## src/rtl/pulse_train_if.sv

```systemverilog
// Control and status bundle of the pulse train generator.
// The master (controller or bench) drives the train request; the slave generates it.
interface pulse_train_if #(
    parameter int unsigned CNT_BITS   = 8,
    parameter int unsigned PULSE_BITS = 4
);
    logic                  start;
    logic                  abort;
    logic [CNT_BITS-1:0]   high_len;
    logic [CNT_BITS-1:0]   low_len;
    logic [PULSE_BITS-1:0] num_pulses;
    logic                  pulse_out;
    logic                  busy;
    logic                  done;
    logic [PULSE_BITS-1:0] pulses_sent;

    modport master (
        output start, abort, high_len, low_len, num_pulses,
        input  pulse_out, busy, done, pulses_sent
    );

    modport slave (
        input  start, abort, high_len, low_len, num_pulses,
        output pulse_out, busy, done, pulses_sent
    );
endinterface

```

## src/rtl/pulse_train_generator.sv

```systemverilog
// Programmable level pulse train: num_pulses pulses of high_len clocks separated by
// max(low_len,1) clocks low, with a one-cycle done strobe; all outputs registered.
module pulse_train_generator #(
    parameter int unsigned CNT_BITS   = 8,
    parameter int unsigned PULSE_BITS = 4
) (
    input  logic         clk,
    input  logic         reset,
    pulse_train_if.slave bus
);
    typedef enum logic [1:0] {StIdle, StHigh, StLow, StDone} state_e;

    state_e                state_q, state_d;
    logic [CNT_BITS-1:0]   phase_q, phase_d;
    logic [CNT_BITS-1:0]   high_len_q, high_len_d;
    logic [CNT_BITS-1:0]   low_len_q, low_len_d;
    logic [PULSE_BITS-1:0] num_q, num_d;
    logic [PULSE_BITS-1:0] sent_q, sent_d;
    logic                  pulse_q, pulse_d;
    logic                  busy_q, busy_d;
    logic                  done_q, done_d;

    logic                  accept;
    logic                  phase_end;
    logic                  more_pulses;
    logic [PULSE_BITS-1:0] sent_inc;
    logic [CNT_BITS-1:0]   low_load;

    assign accept    = (state_q == StIdle) && bus.start && !bus.abort;
    assign phase_end = (phase_q == '0);
    // sent_q < num_q whenever HIGH runs, so the increment cannot wrap
    assign sent_inc    = sent_q + 1'b1;
    assign more_pulses = (sent_inc < num_q);
    // A zero low phase is stretched to one cycle so adjacent pulses stay separate
    assign low_load  = (low_len_q == '0) ? '0 : low_len_q - 1'b1;

    always_ff @(posedge clk or posedge reset) begin
        if (reset) begin
            state_q    <= StIdle;
            phase_q    <= '0;
            high_len_q <= '0;
            low_len_q  <= '0;
            num_q      <= '0;
            sent_q     <= '0;
            pulse_q    <= 1'b0;
            busy_q     <= 1'b0;
            done_q     <= 1'b0;
        end else begin
            state_q    <= state_d;
            phase_q    <= phase_d;
            high_len_q <= high_len_d;
            low_len_q  <= low_len_d;
            num_q      <= num_d;
            sent_q     <= sent_d;
            pulse_q    <= pulse_d;
            busy_q     <= busy_d;
            done_q     <= done_d;
        end
    end

    always_comb begin
        state_d    = state_q;
        phase_d    = phase_q;
        high_len_d = high_len_q;
        low_len_d  = low_len_q;
        num_d      = num_q;
        sent_d     = sent_q;

        unique case (state_q)
            StIdle: begin
                if (accept) begin
                    high_len_d = bus.high_len;
                    low_len_d  = bus.low_len;
                    num_d      = bus.num_pulses;
                    sent_d     = '0;
                    if (bus.high_len == '0 || bus.num_pulses == '0) begin
                        state_d = StDone;
                    end else begin
                        state_d = StHigh;
                        phase_d = bus.high_len - 1'b1;
                    end
                end
            end
            StHigh: begin
                if (phase_end) begin
                    sent_d = sent_inc;
                    if (more_pulses) begin
                        state_d = StLow;
                        phase_d = low_load;
                    end else begin
                        state_d = StDone;
                    end
                end else begin
                    phase_d = phase_q - 1'b1;
                end
            end
            StLow: begin
                if (phase_end) begin
                    state_d = StHigh;
                    phase_d = high_len_q - 1'b1;
                end else begin
                    phase_d = phase_q - 1'b1;
                end
            end
            StDone: begin
                state_d = StIdle;
            end
            default: begin
                state_d = StIdle;
            end
        endcase

        // Abort overrides every transition and freezes the pulse count
        if (bus.abort && state_q != StIdle) begin
            state_d = StIdle;
            phase_d = '0;
            sent_d  = sent_q;
        end
    end

    always_comb begin
        pulse_d = (state_d == StHigh);
        busy_d  = (state_d != StIdle);
        done_d  = (state_d == StDone);
    end

    assign bus.pulse_out   = pulse_q;
    assign bus.busy        = busy_q;
    assign bus.done        = done_q;
    assign bus.pulses_sent = sent_q;
endmodule

```

## src/flat_wrapper.sv

```systemverilog
// flat-port wrapper written by rule: the top's interface ports become plain ports
module pulse_train_generator_flat 
#(
    parameter int unsigned CNT_BITS   = 8,
    parameter int unsigned PULSE_BITS = 4
)
  (clk, reset, bus_start, bus_abort, bus_high_len, bus_low_len, bus_num_pulses, bus_pulse_out, bus_busy, bus_done, bus_pulses_sent);
  pulse_train_if #(.CNT_BITS(CNT_BITS), .PULSE_BITS(PULSE_BITS)) bus_i ();
  input  logic clk;
  input  logic reset;
  input wire logic [$bits(bus_i.start)-1:0] bus_start;
  input wire logic [$bits(bus_i.abort)-1:0] bus_abort;
  input wire logic [$bits(bus_i.high_len)-1:0] bus_high_len;
  input wire logic [$bits(bus_i.low_len)-1:0] bus_low_len;
  input wire logic [$bits(bus_i.num_pulses)-1:0] bus_num_pulses;
  output wire logic [$bits(bus_i.pulse_out)-1:0] bus_pulse_out;
  output wire logic [$bits(bus_i.busy)-1:0] bus_busy;
  output wire logic [$bits(bus_i.done)-1:0] bus_done;
  output wire logic [$bits(bus_i.pulses_sent)-1:0] bus_pulses_sent;
  assign bus_i.start = bus_start;
  assign bus_i.abort = bus_abort;
  assign bus_i.high_len = bus_high_len;
  assign bus_i.low_len = bus_low_len;
  assign bus_i.num_pulses = bus_num_pulses;
  assign bus_pulse_out = bus_i.pulse_out;
  assign bus_busy = bus_i.busy;
  assign bus_done = bus_i.done;
  assign bus_pulses_sent = bus_i.pulses_sent;
  pulse_train_generator #(.CNT_BITS(CNT_BITS), .PULSE_BITS(PULSE_BITS)) u_core (.clk(clk), .reset(reset), .bus(bus_i));
endmodule
```

## config.mk

```make
export PLATFORM = sky130hd
export DESIGN_NAME = pulse_train_generator_flat
export DESIGN_NICKNAME = d
export VERILOG_FILES = /design/src/rtl/pulse_train_if.sv /design/src/rtl/pulse_train_generator.sv /design/src/flat_wrapper.sv
export SDC_FILE = /design/constraint.sdc
export NUM_CORES = 1
export LEC_CHECK = 0
export BUFFER_PORTS_ARGS = -buffer_cell sky130_fd_sc_hd__buf_4
export CORE_ASPECT_RATIO = 1.2
export CORE_MARGIN = 2
export CORE_UTILIZATION = 49
export CTS_CLUSTER_DIAMETER = 30
export DETAILED_ROUTE_END_ITERATION = 8
export HOLD_SLACK_MARGIN = 0.05
export PLACE_DENSITY = 0.67
export SYNTH_ARGS = -nofsm -noshare
export SYNTH_HDL_FRONTEND = slang
export SYNTH_SLANG_ARGS = --single-unit
```

## constraint.sdc

```tcl
create_clock -name clk -period 3.55 [get_ports clk]
set_input_delay 0 -clock clk [delete_from_list [all_inputs] [get_ports clk]]
set_output_delay 0 -clock clk [all_outputs]
set_load 0.01 [all_outputs]
```

# == Word level (Yosys, flattened, before mapping) ==
# Index checks and enable logic that the tools add are counted.
# classes
n_addsub,5
mul,0
div_mod_pow,0
order_cmp,1
n_eq_ne,10
shift,0
n_mux,18
bitwise,1
reduce_logical,17
# op_table
cell,count
$mux 8,7
$sub 8x1->8 const B,4
$logic_not 8->1,3
$pmux 8 s3,1
$mux 2,5
$mux 4,2
$pmux 2 s4,1
$pmux 4 s2,1
$reduce_and 4->1,2
$eq 2x2->1 const B,3
$reduce_bool 2->1,3
$add 4x1->4 const B,1
$eq 2x1->1 const B,2
$logic_not 4->1,1
$lt 4x4->1,1
$ne 2x1->1 const B,2
$ne 4x4->1 const B,1
$reduce_bool 4->1,1
$logic_and 1x1->1,3
$ne 3x2->1 const B,1
$ne 3x3->1 const B,1
$logic_not 2->1,1
$reduce_and 2->1,1
$logic_not 1->1,1
other kinds (3),3
# word_totals
reg_bits,37
latch_bits,0
mem_bits_rw,0
mem_bits_ro,0
inputBits,24
output_inout_bits,7
word_cells,61
n_memories,0

# == Depth between registers and ports, before layout ==
# Gate-level depths: netlist (run 1).
# logic_depth
word_depth,7
ltp_mapped,9
depth_no_buf,8

# == Worst setup path before layout (run 1) ==
# OpenSTA, ideal clock, no wires.
# synth_timing
path_type,reg2reg
startpoint,register u_core.sent_q[0] (netlist: u_core.bus.pulses_sent[0])
endpoint,register u_core.phase_q[2]
setup_ns,0.122
t_arrival_ns,2.421
t_required_ns,3.428
setup_slack_ns,1.008
stages_incl_launch_ff,9
n_path_buf,0
period_less_slack_ns,2.542
path_cell_list,dfrtp_1 -> ha_1 -> xor2_1 -> ha_1 -> or3_1 -> o22ai_1 -> nor2_1 -> a2111o_1 -> a32o_1
# synth_between
elab_chain_cells,4
# synth_lines
element,line_no,text
from (decl),pulse_train_generator.sv:18,"logic [PULSE_BITS-1:0] sent_q, sent_d;"
from (signal assigned),pulse_train_generator.sv:54,sent_q <= sent_d;
$add 4x1->4,pulse_train_generator.sv:32,assign sent_inc = sent_q + 1'b1;
$lt 4x4->1,pulse_train_generator.sv:33,assign more_pulses = (sent_inc < num_q);
$ne 4x4->1 (no source line),-,
$reduce_and 4->1 (no source line),-,
to (signal assigned),pulse_train_generator.sv:50,phase_q <= phase_d;
to (decl),pulse_train_generator.sv:14,"logic [CNT_BITS-1:0] phase_q, phase_d;"
# Every way passes these cells.
# A chain may end at the register's enable or synchronous reset.

# == Worst setup path after layout (run 1) ==
# layout_timing
startpoint,register u_core.sent_q[0] (netlist: u_core.bus.pulses_sent[0])
endpoint,register u_core.phase_q[4]
# The elaborated chain is that of the path after synthesis.

==> metrics.txt, run 1 <==
mux share of post-synthesis cell area=0.0169; Max Cap Viol=0; # IOs=31; Hold WC Path Type=input pin to flip-flop; Max FO, Critical Path=6; post-synthesis async set-or-reset flop share=1.00; Worst Setup End Kind=flip-flop; RSZ-0062 raised after global routing=false; most common cell after layout, fill and taps aside=nand2_1; first-pass GRT wire length=10600 um; outcome=completed; initial antenna violation count=0; delay-heaviest family, CP=simple AND/OR/NAND/NOR gates; maximum vdd drop=0.422 mV; Antenna Nets Post-Route=0; fmax=0.360 GHz; Die ar.=approximately 0.0057 mm^2; DRT iter0 DRCs=128; CTS tree=built; routed vias=2280; CTS Root Cell=clkbuf_8; Slew Viols, Final=0; Top cell by count, worst path=ha_1; H-tree levels=2; leakage power=1.41 nW; critical path type=flip-flop to flip-flop; XOR/XNOR Fraction of Synth Area=0.0591; GRT overflow=0; CORE AREA=between 0.004 and 0.005 mm^2; FF-to-FF Start=u_core.bus.pulses_sent[0]; Worst Path Arrival=3010 ps; Hold Slack=100 ps; Std-Cell Rows=28; Compound-Gate Fraction of Synth Area=0.216; Largest stage delay, worst path=610 ps; routability cong.=0.873; ANT cells=0; final WL=roughly 6400 um; final worst slack=771 ps; Clock transition at path regs=80 ps; Post-synth top flop=dfrtp_1; Filler cells=451; Syn Inst Count=291; setup violators final=0; CP Cell Sequence=ha_1 -> xor2_1 -> ha_1 -> or3_1 -> o22ai_1 -> nor2_1 -> nor3_1 -> a32o_1; drt pass-1 iters=4; WL/cell=about 16 um; Final Net Count=377; Worst Path Buf+Inv=0; DP HPWL=4660 um; Worst-Skew Late Latency=300 ps; total track usage=0.235; slew at the pin closest to its max-slew limit=slightly below 800 ps; Mapped Avg Cell Area=8.66 um^2; period utilisation layout=0.783; Syn Nets=328; vias in the first global route=2244; Synth Warn #=0; Stages on worst setup path=8; largest family of logic cells by synthesized area=simple AND/OR/NAND/NOR gates; Post-Syn Area=0.00252 mm^2; initial core utilization=0.510; Die W=69.5 um; cell count after placement=372; Total Negative Setup Slacks=0 ps; max_slew headroom=0.469; CP startpoint=u_core.bus.pulses_sent[0]; Non-Filler Instances=between 400 and 500; Seq cells post-synth=37; Setup Skew=10.0 ps; vias per cell=5.69; RR Endpoint=u_core.phase_q[4]; worst slack, placed=825 ps; most frequent cells in the layout=nand2_1, dfrtp_1, buf_4; Slowest-stage cell, CP=nor3_1; critical path required time=between 3000 and 4000 ps; Port Buffers=30; Final Hold Fails=0; EDFF count, synth=0; largest net degree at the start of global routing=38; share of cells above drive strength 1=0.141; sequential fraction of the synthesis area=0.367; post-synth cell types=slightly below 50; Simple-Gate Fraction of Synth Area=0.223; Remaining DRCs=0; post-synthesis adder-cell area fraction=0.0645; P&R area growth vs syn=23.4%; die span in y=82.6 um; Worst R2R Setup Slack=around 770 ps; startpoint types=flip-flop; minimum clock period=2780 ps; CTS max path bufs=2; Setup crit end=u_core.phase_q[4]; total CTS buffers=5; Worst R2R Path Depth=8; PwrDens=around 850 mW/mm^2; Clock Sinks=37
==> kinds of logic after synthesis <==
| logic type | count (synthesis) |
|---|---|
| AO/OA/AOI/OAI | 73 |
| XOR/XNOR | 17 |
| adder cells (fa/ha/maj) | 13 |
| buffers and inverters | 32 |
| flip-flops | 37 |
| multiplexers | 4 |
| AND/OR/NAND/NOR | 115 |
==> metrics by stage <==
stage	instance area, um^2	utilization	power, mW
finish	3110	0.630	2.64
global route	3110	0.630	2.84
CTS	3110	0.630	2.64
detailed placement	2780	0.563	2.23
global placement	2780	0.563	2.19
floorplan	2520	-	1.86
==> how the worst min path moves through the flow <==
| stage | from | endpoint | slack, ps | cells after the start |
|---|---|---|---|---|
| finish | bus_abort | u_core.state_q[0] | 100 | 4 |
| global route | bus_abort | u_core.state_q[0] | 130 | 4 |
| CTS | bus_abort | u_core.state_q[0] | 100 | 4 |
| detailed placement | reset | u_core.low_len_q[5] | 150 | 3 |
| global placement | reset | u_core.low_len_q[4] | 150 | 3 |
| floorplan | bus_high_len[2] | u_core.high_len_q[2] | 110 | 2 |
==> worst register-to-register path, stage by stage (launching register included) <==
cell	delay (ps)
dfrtp_1	450
ha_1	250
xor2_1	170
ha_1	200
or3_1	360
o22ai_1	290
nor2_1	120
nor3_1	610
a32o_1	260
==> where the power goes <==
part,internal [mW],switching [mW]
Clock,0.229,0.164
Sequential,0.608,0.205
Combinational,0.646,0.789
Total,1.48,1.16
==> synth_stat cells, types with 2 or more instances <==
cell | n | area share
or4_1 | 2 | 0.0060
mux2i_1 | 2 | 0.0079
buf_6 | 2 | 0.0089
a32o_1 | 7 | 0.028
a2111o_1 | 2 | 0.0089
nand2_1 | 59 | 0.088
nor3b_1 | 6 | 0.018
nor3_1 | 11 | 0.022
a21boi_0 | 3 | 0.0089
nor4_1 | 4 | 0.0099
o21ai_0 | 13 | 0.026
nor2b_1 | 2 | 0.0050
nor2_1 | 15 | 0.022
o22ai_1 | 5 | 0.012
xnor2_1 | 12 | 0.042
a22o_1 | 6 | 0.021
xor2_1 | 5 | 0.017
o221a_2 | 2 | 0.0089
a21o_1 | 2 | 0.0060
nand3_1 | 5 | 0.0099
o211ai_1 | 2 | 0.0060
or3_1 | 2 | 0.0050
a21oi_1 | 12 | 0.024
inv_1 | 21 | 0.031
o221ai_1 | 5 | 0.017
ha_1 | 13 | 0.065
o21a_1 | 2 | 0.0060
clkbuf_1 | 9 | 0.013
a221o_1 | 3 | 0.012
a2111oi_0 | 2 | 0.0069
dfrtp_1 | 37 | 0.37
==> final cells by class <==
class,count,area [um^2],share of cell area
multi-input cells,222,1460,0.469
clock inverters,2,37.5,0.0121
flip-flops and latches,37,926,0.298
inverters,21,78.8,0.0253
well taps,60,75.1,0.0241
repair buffers,53,450,0.145
clock buffers,6,82.6,0.0265
==> layer usage <==
metal	track usage	wire, um	vias to the layer above
met5	0	0	-
met4	0.0647	62	0
met3	0.0303	223	6
met2	0.449	3350	48
met1	0.279	2770	1083
li1	-	-	1143
==> flip-flops by register name (all words and copies together) (netlist names) <==
signal	count
u_core.bus.busy	1
u_core.state_q	2
u_core.high_len_q	8
u_core.low_len_q	8
u_core.num_q	4
u_core.bus.pulse_out	1
u_core.bus.pulses_sent	4
u_core.bus.done	1
u_core.phase_q	8
==> timing repair <==
action	in CTS	in global routing
setup buffers	0	0
gates resized for setup	0	0
hold buffers	21	0
endpoints found under the setup margin	0	0
hold endpoints to repair	57	0
No activity file was read; power rests on OpenSTA's default activity.
==> run 2, diff against run 1 <==
--- a/config.mk
+++ b/config.mk
@@ -12,7 +12,7 @@
 export CTS_CLUSTER_DIAMETER = 30
 export DETAILED_ROUTE_END_ITERATION = 8
 export HOLD_SLACK_MARGIN = 0.05
-export PLACE_DENSITY = 0.67
+export PLACE_DENSITY = 0.7
 export SYNTH_ARGS = -nofsm -noshare
 export SYNTH_HDL_FRONTEND = slang
 export SYNTH_SLANG_ARGS = --single-unit
==> constraint.sdc (replaced) <==
create_clock -name clk -period 2.5 [get_ports clk]
set_input_delay 0 -clock clk [delete_from_list [all_inputs] [get_ports clk]]
set_output_delay 0 -clock clk [all_outputs]
set_load 0.01 [all_outputs]
==> metrics.txt, run 2 (same netlist as run 1, synthesis figures left out) <==
H-tree levels=2 (unchanged); final worst slack=46.8 ps (was 771 ps); minimum clock period=2450 ps (was 2780 ps); WL/cell=15.8 um (was 16.0 um); drt pass-1 iters=4 (unchanged); P&R area growth vs syn=29.2% (was 23.4%); outcome=completed (unchanged); Worst Hold Path Cells=4 (unchanged); fmax=0.408 GHz (was 0.360 GHz); Final Util=0.659 (was 0.630); routed vias=2403 (was 2280); Worst Hold Path EP=u_core.state_q[0] (unchanged); ANT cells=0 (unchanged); Worst R2R Path Depth=9 (was 8); die span in y=82.6 um (unchanged); final WL=6600 um (was 6410 um); Die W=69.5 um (unchanged); setup violators final=0 (unchanged); RR Endpoint=u_core.phase_q[2] (was u_core.phase_q[4]); Setup Skew=11.5 ps (was 10.0 ps); Port Buffers=30 (unchanged); Clock transition at path regs=80 ps (about the same); initial antenna violation count=0 (unchanged); GRT overflow=0 (unchanged); initial core utilization=0.510 (unchanged); CTS max path bufs=2 (unchanged); Slew Viols, Final=0 (unchanged); Worst-Skew Late Latency=300 ps (about the same); routability cong.=0.829 (was 0.873); vias per cell=5.76 (was 5.69); FF-to-FF Start=u_core.bus.pulses_sent[0] (unchanged); Antenna Nets Post-Route=0 (unchanged); RSZ-0062 raised after global routing=true (was false); top flop regs=u_core.high_len_q: 8 flops, u_core.low_len_q: 8 flops, u_core.phase_q: 8 flops (unchanged); Clock Sinks=37 (unchanged); first-pass GRT wire length=11100 um (was 10600 um); vias in the first global route=2353 (was 2244); Hold Path Origin=bus_abort (unchanged); Final Net Count=393 (was 377); startpoint types=flip-flop (unchanged); DRT iter0 DRCs=168 (was 128); total CTS buffers=5 (unchanged); Max FO, Critical Path=8 (was 6); Remaining DRCs=0 (unchanged); Worst Path Buf+Inv=1 (was 0); slew at the pin closest to its max-slew limit=789 ps (about the same); total track usage=0.249 (was 0.235); Slowest-stage cell, CP=a2111o_1 (was nor3_1); Hold WC Path Type=input pin to flip-flop (unchanged); placed cell areas=0.00288 mm^2 (was 0.00278 mm^2); leakage power=1.48 nW (was 1.41 nW); Final Hold Fails=0 (unchanged); worst slack, placed=-41.1 ps (was 825 ps); largest net degree at the start of global routing=28 (was 38); most frequent cells in the layout=nand2_1, buf_4, dfrtp_1 (was nand2_1, dfrtp_1, buf_4); Max Cap Viol=0 (unchanged); Largest stage delay, worst path=490 ps (was 610 ps); Std-Cell Rows=28 (unchanged); Worst Setup End Kind=flip-flop (unchanged); design area=0.00326 mm^2 (was 0.00311 mm^2); Hold Slack=140 ps (was 100 ps); CP Cell Sequence=buf_6 -> nand3_4 -> xnor2_2 -> ha_2 -> or3_4 -> o22ai_4 -> nor2_2 -> a2111o_1 -> a32o_1 (was ha_1 -> xor2_1 -> ha_1 -> or3_1 -> o22ai_1 -> nor2_1 -> nor3_1 -> a32o_1); Total Negative Setup Slacks=0 ps (unchanged); Die ar.=0.00574 mm^2 (unchanged); Worst Path Arrival=2640 ps (was 3010 ps); Worst R2R Setup Slack=50 ps (was 770 ps); max_slew headroom=0.474 (was 0.469); CTS Root Cell=clkbuf_8 (unchanged); critical path required time=2680 ps (was 3780 ps); # IOs=31 (unchanged); PwrDens=1200 mW/mm^2 (was 849 mW/mm^2); critical path type=flip-flop to flip-flop (unchanged); delay-heaviest family, CP=compound AO/OA/AOI/OAI gates (was simple AND/OR/NAND/NOR gates); share of cells above drive strength 1=0.199 (was 0.141); CTS tree=built (unchanged); CORE AREA=0.00494 mm^2 (unchanged); maximum vdd drop=0.778 mV (was 0.422 mV); period utilisation layout=0.981 (was 0.783); most common cell after layout, fill and taps aside=nand2_1 (unchanged); DP HPWL=4660 um (about the same)
[run 2: changes by cell type in the layout (fill, tap and decap cells not counted), sizes merged]
cell / previous run / this run
bufinv: 1 / 0
clkinvlp: 1 / 2
buf: 32 / 48
[run 2: layout make-up]
type                    instances  area, um^2
clock buffers                   6        72.6
clock inverters                 2        15.0
fillers                       408        1680
inverters                      21        78.8
multi-input cells             222        1510
flip-flops and latches         37         926
well taps                      60        75.1
repair buffers                 69         578
[run 2: report_power, final]
| part | internal, mW | leakage [nW] | switching [mW] |
|---|---|---|---|
| registers | 0.864 | 0.467 | 0.283 |
| clock network | 0.196 | 0.0374 | 0.222 |
| logic | 1.11 | 0.979 | 1.23 |
[run 2: timing repair]
action	in CTS	in global routing
hold buffers	21	0
endpoints found under the setup margin	7	8
setup buffers	2	1
resized for setup	6	7
pin swaps	5	8
endpoints found under the hold margin	40	0
[run 2: worst max-delay path by stage]
stage,startpoint,endpoint,slack [ps],cells past startpoint
after detailed placement,u_core.bus.pulses_sent[0],u_core.phase_q[6],-40,8
after CTS,u_core.bus.pulses_sent[0],u_core.phase_q[6],0.7,8
after floorplan,u_core.bus.pulses_sent[0],u_core.phase_q[2],4,8
after global routing,u_core.bus.pulses_sent[0],u_core.phase_q[6],-60,9
after global placement,u_core.bus.pulses_sent[0],u_core.phase_q[4],-30,8
final,u_core.bus.pulses_sent[0],u_core.phase_q[2],50,9
[run 2: layer usage]
layer / track usage / up-vias / part of all wire
met4: 0.108 / 0 / 0.021
met1: 0.290 / 1147 / 0.42
met2: 0.460 / 64 / 0.51
met5: 0 / - / 0
met3: 0.0376 / 12 / 0.051
li1: - / 1180 / -
[run 2: worst min-delay path: cells and delay by family]
family / cells / cell delay, ps
AO/OA/AOI/OAI: 1 / 130
AND/OR/NAND/NOR: 1 / 70
buffers and inverters: 2 / 170
[run 2: through the flow]
stage          total power [mW]  cells
2_1_floorplan              2.64    291
4_1_cts                    3.77    416
3_3_place_gp               3.23    385
5_1_grt                    4.22    417
3_5_place_dp               3.27    385
6_report                   3.91    417
==> run 3, diff against run 2 <==
--- a/config.mk
+++ b/config.mk
@@ -12,7 +12,7 @@
 export CTS_CLUSTER_DIAMETER = 30
 export DETAILED_ROUTE_END_ITERATION = 8
 export HOLD_SLACK_MARGIN = 0.05
-export PLACE_DENSITY = 0.7
+export PLACE_DENSITY = 0.76
 export SYNTH_ARGS = -nofsm -noshare
 export SYNTH_HDL_FRONTEND = slang
 export SYNTH_SLANG_ARGS = --single-unit
==> metrics.txt, run 3 (same netlist as run 1, synthesis figures left out) <==
critical path type=flip-flop to flip-flop (unchanged); CTS tree=built (unchanged); DP HPWL=4670 um (was 4660 um); Slew Viols, Final=0 (unchanged); Max Cap Viol=0 (unchanged); Clock transition at path regs=70 ps (was 80 ps); final WL=6840 um (was 6600 um); total track usage=0.246 (was 0.249); Worst Setup End Kind=flip-flop (unchanged); die span in y=82.6 um (unchanged); Worst R2R Setup Slack=30 ps (was 50 ps); routed vias=2459 (was 2403); ANT cells=0 (unchanged); Final Hold Fails=0 (unchanged); initial antenna violation count=0 (unchanged); initial core utilization=0.510 (unchanged); Max FO, Critical Path=8 (unchanged); Antenna Nets Post-Route=0 (unchanged); H-tree levels=2 (unchanged); total CTS buffers=5 (unchanged); Remaining DRCs=0 (unchanged); WL/cell=16.4 um (was 15.8 um); outcome=completed (unchanged); drt pass-1 iters=6 (was 4); P&R area growth vs syn=29.7% (was 29.2%); fmax=0.405 GHz (was 0.408 GHz); first-pass GRT wire length=11100 um (about the same); most frequent cells in the layout=nand2_1, buf_4, dfrtp_1 (unchanged); Stages on worst setup path=9 (unchanged); RR Endpoint=u_core.phase_q[0] (was u_core.phase_q[2]); routability cong.=0.952 (was 0.829); startpoint types=flip-flop (unchanged); vias in the first global route=2394 (was 2353); Worst-Skew Late Latency=300 ps (about the same); CTS max path bufs=2 (unchanged); PwrDens=1220 mW/mm^2 (was 1200 mW/mm^2); placed cell areas=0.00289 mm^2 (was 0.00288 mm^2); design area=0.00327 mm^2 (was 0.00326 mm^2); Setup crit end=u_core.phase_q[0] (was u_core.phase_q[2]); maximum vdd drop=0.704 mV (was 0.778 mV); Hold Path Origin=bus_abort (unchanged); RSZ-0062 raised after global routing=true (unchanged); DRT iter0 DRCs=202 (was 168); CP Cell Sequence=buf_4 -> nand3_4 -> xnor2_2 -> ha_2 -> or3_4 -> o22ai_4 -> nor2_2 -> a2111o_1 -> a32o_1 (was buf_6 -> nand3_4 -> xnor2_2 -> ha_2 -> or3_4 -> o22ai_4 -> nor2_2 -> a2111o_1 -> a32o_1); share of cells above drive strength 1=0.204 (was 0.199); CTS Root Cell=clkbuf_8 (unchanged); Hold WC Path Type=input pin to flip-flop (unchanged); slew at the pin closest to its max-slew limit=635 ps (was 789 ps); top flop regs=u_core.high_len_q: 8 flops, u_core.low_len_q: 8 flops, u_core.phase_q: 8 flops (unchanged); Std-Cell Rows=28 (unchanged); largest net degree at the start of global routing=38 (was 28); vias per cell=5.90 (was 5.76); Worst Path Arrival=2650 ps (was 2640 ps); FF-to-FF Start=u_core.bus.pulses_sent[1] (was u_core.bus.pulses_sent[0]); # IOs=31 (unchanged); Port Buffers=30 (unchanged); post-route total power=3.97 mW (was 3.91 mW); most common cell after layout, fill and taps aside=nand2_1 (unchanged); Largest stage delay, worst path=500 ps (was 490 ps); Die W=69.5 um (unchanged); Setup Skew=9.47 ps (was 11.5 ps); leakage power=1.50 nW (was 1.48 nW); CP startpoint=u_core.bus.pulses_sent[1] (was u_core.bus.pulses_sent[0]); GRT overflow=0 (unchanged); delay-heaviest family, CP=compound AO/OA/AOI/OAI gates (unchanged); Slowest-stage cell, CP=a2111o_1 (unchanged); minimum clock period=2470 ps (was 2450 ps); max_slew headroom=0.573 (was 0.474); Final Net Count=393 (unchanged); CORE AREA=0.00494 mm^2 (unchanged); Filler cells=384 (was 408); setup violators final=0 (unchanged); Die ar.=0.00574 mm^2 (unchanged); critical path required time=2680 ps (about the same); Clock Sinks=37 (unchanged); period utilisation layout=0.988 (was 0.981); Worst R2R Path Depth=9 (unchanged); Worst Path Buf+Inv=1 (unchanged)
==> run 3: cell types whose count changed in the layout (fill, tap and decap cells not counted) <==
cell | previous run | this run
buf_4 | 46 | 47
buf_6 | 2 | 1
clkbuf_8 | 5 | 7
a21boi_0 | 2 | 3
clkinv_2 | 0 | 1
ha_2 | 2 | 3
ha_1 | 11 | 10
clkinvlp_4 | 2 | 0
a21boi_1 | 1 | 0
clkbuf_1 | 1 | 0
==> run 3: worst min path at each step <==
stage                                       to  slack [ps]  cells past startpoint
after global placement         u_core.num_q[1]         140                      3
after global routing      u_core.bus.pulse_out         160                      4
final                        u_core.state_q[0]         120                      4
after floorplan           u_core.high_len_q[2]         110                      2
after CTS                    u_core.state_q[0]         110                      4
after detailed placement       u_core.num_q[1]         150                      3
==> run 3: per-layer routing <==
metal | up-vias | wire, um | global-route usage
met2 | 93 | 3500 | 0.462
met1 | 1178 | 2830 | 0.287
met4 | 0 | 142 | 0.0980
met3 | 14 | 362 | 0.0316
li1 | 1174 | - | -
met5 | - | 0 | 0
==> run 3: final cells by class <==
type / instances / area [um^2] / area share
Timing Repair Buffer: 69 / 574 / 0.176
Multi-Input combinational cell: 222 / 1510 / 0.463
Inverter: 21 / 78.8 / 0.0241
Clock buffer: 7 / 96.3 / 0.0295
Clock inverter: 1 / 5.00 / 0.00153
Tap cell: 60 / 75.1 / 0.0230
Sequential cell: 37 / 926 / 0.283
==> run 3: where the power goes <==
group          switching (mW)  total (mW)  internal [mW]
Clock                   0.221       0.471          0.249
Combinational            1.25        2.36           1.10
Sequential              0.282        1.15          0.864
Total                    1.76        3.97           2.22
==> run 3: timing repair <==
item	in CTS	in global routing
hold buffers	21	0
endpoints found under the setup margin	8	8
pin swaps	5	8
buffers inserted	1	1
resized for setup	9	3
endpoints found under the hold margin	57	0
==> run 3: stage by stage <==
step	hold slack (ps)	util	TNS [ps]	std cells	setup WS, ps
finish	122	0.662	0	417	30.4
CTS	113	0.657	0	416	1.78
global placement	136	0.584	0	386	13.1
global route	158	0.662	-206	417	-44.8
detailed placement	149	0.584	-296	386	-53.8
floorplan	105	-	0	291	4.31
==> run 3: worst reg2reg max path, delay by kind of cell (launching register included) <==
kind / cells / cell delay (ps)
simple gates: 3 / 520
flops: 1 / 360
xor+xnor: 1 / 150
buf+inv: 1 / 150
compound gates: 3 / 980
fa+ha+maj: 1 / 210
